## src/rtl/lzrw1_group_packer.sv

```systemverilog
`default_nettype none
// ============================================================================
//  Module   : lzrw1_group_packer
//  Purpose  : Collects LZRW1 items (literal bytes or {length, offset} copies)
//             into groups of up to 16. Each finished group goes out as a byte
//             stream: the 16-bit control word (low byte first), then the item
//             bytes. The module also handles end-of-stream flushing.
//  Ports    : clock, reset        - rising-edge clock, sync active-high reset
//             item_valid/ready    - item handshake
//             item_is_copy        - 1 = copy item, 0 = literal
//             item_length/offset  - copy fields; item_literal - literal byte
//             flush               - single-cycle end-of-stream request
//             out_valid/ready     - output byte handshake; out_data = byte
//             out_last            - final byte of the whole stream
//             finished            - sticky completion flag
//             bytes_emitted       - count of transferred bytes (mod 2^16)
//  Revision : 1.0  initial release
// ============================================================================
module lzrw1_group_packer #(
  parameter int MAX_ITEMS = 16,
  parameter int BUF_BYTES = 32
) (
  input  logic        clock,
  input  logic        reset,
  input  logic        item_valid,
  output logic        item_ready,
  input  logic        item_is_copy,
  input  logic [3:0]  item_length,
  input  logic [11:0] item_offset,
  input  logic [7:0]  item_literal,
  input  logic        flush,
  output logic        out_valid,
  input  logic        out_ready,
  output logic [7:0]  out_data,
  output logic        out_last,
  output logic        finished,
  output logic [15:0] bytes_emitted
);

  localparam int CW = $clog2(MAX_ITEMS + 1);  // item counter width
  localparam int BW = $clog2(BUF_BYTES + 1);  // byte counter width
  localparam int AW = $clog2(BUF_BYTES);      // buffer address width

  typedef enum logic [2:0] {
    S_FILL    = 3'd0,
    S_CTRL_LO = 3'd1,
    S_CTRL_HI = 3'd2,
    S_DATA    = 3'd3,
    S_DONE    = 3'd4
  } state_t;

  state_t                 r_state;
  logic [CW-1:0]          r_item_count;
  logic [BW-1:0]          r_byte_count;
  logic [MAX_ITEMS-1:0]   r_ctrl;
  logic [BW-1:0]          r_rd_ptr;
  logic                   r_pending_flush;
  logic [7:0]             r_buf [BUF_BYTES];

  logic                   w_accept;
  logic                   w_xfer;
  logic                   w_pend;
  logic [CW-1:0]          w_count_next;
  logic [BW-1:0]          w_bytes_next;
  logic [MAX_ITEMS-1:0]   w_ctrl_next;
  logic [BW-1:0]          w_rd_next;
  logic [BW-1:0]          w_last_idx;
  logic [AW-1:0]          w_wr0;
  logic [AW-1:0]          w_wr1;

  always_comb begin
    w_accept     = item_valid & item_ready;
    w_xfer       = out_valid & out_ready;
    // A flush seen this cycle counts as already pending, so a request that
    // lands on the final byte of a group still ends the stream.
    w_pend       = r_pending_flush | flush;
    w_count_next = r_item_count + CW'(w_accept);
    w_bytes_next = r_byte_count;
    w_ctrl_next  = r_ctrl;
    if (w_accept) begin
      w_bytes_next = r_byte_count + (item_is_copy ? BW'(2) : BW'(1));
      if (item_is_copy)
        w_ctrl_next = r_ctrl | (MAX_ITEMS'(1) << r_item_count);
    end
    w_rd_next  = r_rd_ptr + BW'(1);
    w_last_idx = r_byte_count - BW'(1);
    w_wr0      = r_byte_count[AW-1:0];
    w_wr1      = w_wr0 + AW'(1);
  end

  // Item byte storage; accepts only happen in FILL, so no read/write overlap.
  always_ff @(posedge clock) begin
    if (!reset && w_accept) begin
      if (item_is_copy) begin
        r_buf[w_wr0] <= {item_length, item_offset[11:8]};
        r_buf[w_wr1] <= item_offset[7:0];
      end else begin
        r_buf[w_wr0] <= item_literal;
      end
    end
  end

  // Sequencer with registered outputs: every output is loaded with the value
  // that belongs to the state being entered.
  always_ff @(posedge clock) begin
    if (reset) begin
      r_state         <= S_FILL;
      r_item_count    <= '0;
      r_byte_count    <= '0;
      r_ctrl          <= '0;
      r_rd_ptr        <= '0;
      r_pending_flush <= 1'b0;
      item_ready      <= 1'b0;
      out_valid       <= 1'b0;
      out_data        <= 8'h00;
      out_last        <= 1'b0;
      finished        <= 1'b0;
      bytes_emitted   <= 16'h0000;
    end else begin
      if (w_xfer)
        bytes_emitted <= bytes_emitted + 16'd1;

      case (r_state)
        S_FILL: begin
          r_item_count <= w_count_next;
          r_byte_count <= w_bytes_next;
          r_ctrl       <= w_ctrl_next;
          if ((w_accept && (w_count_next == CW'(MAX_ITEMS))) ||
              (flush && (w_count_next != '0))) begin
            r_state    <= S_CTRL_LO;
            item_ready <= 1'b0;
            out_valid  <= 1'b1;
            out_data   <= w_ctrl_next[7:0];
            if (flush)
              r_pending_flush <= 1'b1;
          end else if (flush) begin
            // Nothing buffered: the stream ends without another group.
            r_state    <= S_DONE;
            item_ready <= 1'b0;
            finished   <= 1'b1;
          end else begin
            item_ready <= 1'b1;
          end
        end

        S_CTRL_LO: begin
          r_pending_flush <= w_pend;
          if (w_xfer) begin
            r_state  <= S_CTRL_HI;
            out_data <= r_ctrl[15:8];
          end
        end

        S_CTRL_HI: begin
          r_pending_flush <= w_pend;
          if (w_xfer) begin
            r_state  <= S_DATA;
            r_rd_ptr <= '0;
            out_data <= r_buf[0];
            out_last <= w_pend && (r_byte_count == BW'(1));
          end
        end

        S_DATA: begin
          r_pending_flush <= w_pend;
          if (w_xfer && (r_rd_ptr == w_last_idx)) begin
            r_item_count <= '0;
            r_byte_count <= '0;
            r_ctrl       <= '0;
            r_rd_ptr     <= '0;
            out_valid    <= 1'b0;
            out_data     <= 8'h00;
            out_last     <= 1'b0;
            if (w_pend) begin
              r_state  <= S_DONE;
              finished <= 1'b1;
            end else begin
              r_state    <= S_FILL;
              item_ready <= 1'b1;
            end
          end else if (w_xfer) begin
            r_rd_ptr <= w_rd_next;
            out_data <= r_buf[w_rd_next[AW-1:0]];
            out_last <= w_pend && (w_rd_next == w_last_idx);
          end else begin
            // Stalled: data holds; out_last may rise if a flush just arrived.
            out_last <= w_pend && (r_rd_ptr == w_last_idx);
          end
        end

        S_DONE: begin
          item_ready <= 1'b0;
          out_valid  <= 1'b0;
        end

        default: r_state <= S_FILL;
      endcase
    end
  end

endmodule
`default_nettype wire

```

## config.mk

```make
export PLATFORM = sky130hd
export DESIGN_NAME = lzrw1_group_packer
export DESIGN_NICKNAME = d
export VERILOG_FILES = /design/src/rtl/lzrw1_group_packer.sv
export SDC_FILE = /design/constraint.sdc
export NUM_CORES = 1
export LEC_CHECK = 0
export CORE_MARGIN = 5
export CORE_UTILIZATION = 67
export CTS_BUF_LIST = sky130_fd_sc_hd__clkbuf_4 sky130_fd_sc_hd__clkbuf_8 sky130_fd_sc_hd__clkbuf_16
export CTS_CLUSTER_DIAMETER = 200
export DETAILED_ROUTE_END_ITERATION = 8
export GPL_ROUTABILITY_DRIVEN = 1
export PLACE_DENSITY = 0.86
export SLEW_MARGIN = 20
export SYNTH_ARGS = -nofsm -noshare
export SYNTH_HDL_FRONTEND = slang
export SYNTH_SLANG_ARGS = --single-unit
```

## constraint.sdc

```tcl
create_clock -name clock -period 5.23 [get_ports clock]
set_clock_uncertainty 0.15 [all_clocks]
set_input_delay 1.046 -clock clock [delete_from_list [all_inputs] [get_ports clock]]
set_output_delay 1.046 -clock clock [all_outputs]
set_load 0.01 [all_outputs]
```

==> results.cfg <==
[timing]
fin_tns_setup_ns = 0
rsz0062_at_grt = false
fmax_ghz = 0.252
setup_violations = 0
worstMarginPinSlew_ns = 1.15
timing.hold.ws_ns = 0.326
drv_slew = 0
period_share = 0.759
timing.final.crit_period_ns = 3.97
hold_viol = 0
maxSlewHeadroom = 0.234
setup_slack_ns = 1.26

[finish]
multi_input_area_um2 = 7730
areaGrowthSynthToFinish_pct = 11.4
utilization = 0.760
final_nets = 1378
n_antenna_cell = 0
nFillCells = 1515
final_common_cell = mux2_2
final_cells = 1691
seq_area_um2 = 8990
final_cell_mix = mux2_2, edfxtp_1, nand2_1
layout-drive-gt1-share = 0.317

[floorplan]
die_h_um = 170
rows = 58
initial_core_util = 0.682
core_area_um2 = 25300
ios = 58
dieArea_um2 = 29000
die_width_um = 170

[power]
powerDensity_nw_per_um2 = 298
netSwitchingFraction = 0.212
p_switching_w = 0.00121
peakVddDrop_mv = 0.268
power_frac_clock = 0.450
internal_power_w = 0.00451
combPwrFrac = 0.062
p_seq_frac = 0.488
p_leak_nw = 6.16

[route]
routed-via-count = 11900
routed_wirelength_mm = 44.0
drt-initial-drc-count = 1445
vias_per_cell = 7.04
drc = 0
wl_per_cell_um = 26.0
drtPass1Iterations = 6
ant_nets = 0

[setup_path]
slowest_delay_ns = 0.56
worstSetupPathType = in2reg
crit_chain = clkdlybuf4s50_1 > nand2_1 > nor2_1 > nand2_1 > nor2_1 > and2_1 > o21bai_1
slowest_stage = nor2_1
cp.required_ns = 5.22
worst_ep_arrival_time_ns = 3.96
start_kind = input pin
setup.worst_path.end_class = register
cp_max_fo = 9

[synth]
synth_area_um2 = 17200
synth_seq_area_share = 0.522
synthArstFlopShare = 0
synth_seq_cells = 321
ys.flop_type = edfxtp_1
synth_edf_count = 256
synth_fp_nets = 1374
yosys.area_share.simple = 0.0789
synth_mux_area_frac = 0.262
synth-xor-area-share = 0.0153
synth_area_per_cell_um2 = 12.9
yosysTopAreaCell = edfxtp_1
synth_compound_area_frac = 0.0813
synth-warning-count = 0
yosys.area.top_type_share = 0.446
synthAdderAreaFrac = 0.00915
synth_top_family_by_area = multiplexers
synth_area_leaders = edfxtp_1, mux2_2, mux4_2
synth.distinct_cells = 67
synthCells = 1332

[global_route]
grt_pass1_wl_mm = 68.2
grt_usage = 0.305
grt_pass1_vias = 11900
grt_max_degree = 42
grt_overflow = 0
antenna_found_initial = 3

[cts]
clk_latency_ns = 0.51
tritoncts = done
root_buffer = clkbuf_16
clk_path_buf_depth = 3
cts.clk_slew.worst_paths_ns = 0.06
cts_buffers = 35
clock_sinks = 321
post-cts-setup-buffer-count = 0
h-tree-depth = 2
ctsHoldBuffers = 0
ctsResizeCount = 0

[place]
preCtsSetupSlack_ns = 0.901
io_buffers = 57
gp_congestion = 0.960
dp_hpwl_mm = 27.9
dp_cells = 1629

[run]
max_cap_violations = 0

[outcome]
status = complete, no violations

[min_path]
hp-class = reg2reg
-- worst paths after layout --
check | from | to | cells after the start | slack, ns
setup / recovery | item_valid | r_buf[9][1] | 7 | 1.26
hold / removal | finished | finished | 2 | 0.33
setup reg to reg | r_rd_ptr[0] | out_data[2] | 7 | 1.50
hold reg to reg | finished | finished | 2 | 0.33
-- area by class of cell --
cell class,instances,share of cell area
clock buffers,48,0.0535
repair buffers,85,0.0404
multi-input cells,872,0.403
inverters,21,0.00411
clock inverters,14,0.00900
flip-flops and latches,321,0.469
well taps,330,0.0215
-- per-stage QoR --
| stage | total power (W) | instance area, um^2 |
|---|---|---|
| global route | 0.00586 | 19200 |
| detailed placement | 0.00318 | 18000 |
| floorplan | 0.00307 | 17200 |
| global placement | 0.00317 | 18000 |
| CTS | 0.00573 | 19200 |
| finish | 0.00571 | 19200 |
-- routing by layer --
layer / vias to the layer above / wire (um) / track usage / share of wire
li1: 5143 / - / - / -
met1: 5861 / 16200 / 0.393 / 0.37
met2: 752 / 21900 / 0.517 / 0.50
met3: 141 / 4240 / 0.0602 / 0.096
met4: 4 / 1640 / 0.111 / 0.037
met5: - / 21 / 0 / 0.00048
-- kinds of logic (layout without fill, tap and decap cells) --
| kind of cell | Yosys count | count (layout) |
|---|---|---|
| AOI/OAI and AO/OA | 208 | 208 |
| xor gates and xnor gates | 30 | 30 |
| adders and majority gates | 12 | 12 |
| buffers and inverters | 139 | 168 |
| DFF | 321 | 321 |
| muxes | 338 | 338 |
| and+or+nand+nor | 284 | 284 |
-- sequential cells by signal (all words and copies together) (netlist names), 3 cells and up --
register,cells
bytes_emitted,16
out_data,8
r_buf,256
r_byte_count,6
r_ctrl,16
r_item_count,5
r_rd_ptr,6
r_state,3
-- synthesized netlist by cell type (4+ instances only) --
library cell  count
a2111o_1          6
a211oi_1         18
a21oi_1          49
a2bb2oi_1         4
a311oi_1          7
a31oi_1          18
a32oi_1           8
and2_1           20
and3_1            5
buf_1            10
buf_2             5
clkbuf_1        101
dfxtp_1          65
edfxtp_1        256
ha_1             11
inv_1            21
mux2_2          264
mux2i_1          10
mux4_2           64
nand2_1          92
nand2b_1          8
nand3_1          29
nand4_1           7
nor2_1           69
nor2b_1          12
nor3_1           15
nor3b_1           4
o2111ai_1         5
o21a_1            9
o21ai_0          31
o22ai_1          15
o31ai_1           5
or3_1             4
xnor2_1          15
xor2_1           15
-- power by group through the flow --
stage,clock (W),sequential [W],combinational [W]
3_3_place_gp,0,0.00284,0.000328
5_1_grt,0.00269,0.00279,0.000378
6_report,0.00257,0.00279,0.000352
4_1_cts,0.00259,0.00279,0.000347
3_5_place_dp,0,0.00284,0.000342
2_1_floorplan,0,0.00284,0.000229
-- critical path, delay by kind of cell --
| kind | cells | cell delay [ns] |
|---|---|---|
| buffers and inverters | 1 | 0.49 |
| AND/OR/NAND/NOR | 5 | 1.93 |
| AO/OA/AOI/OAI | 1 | 0.49 |
(Power assumes the default switching activity.)
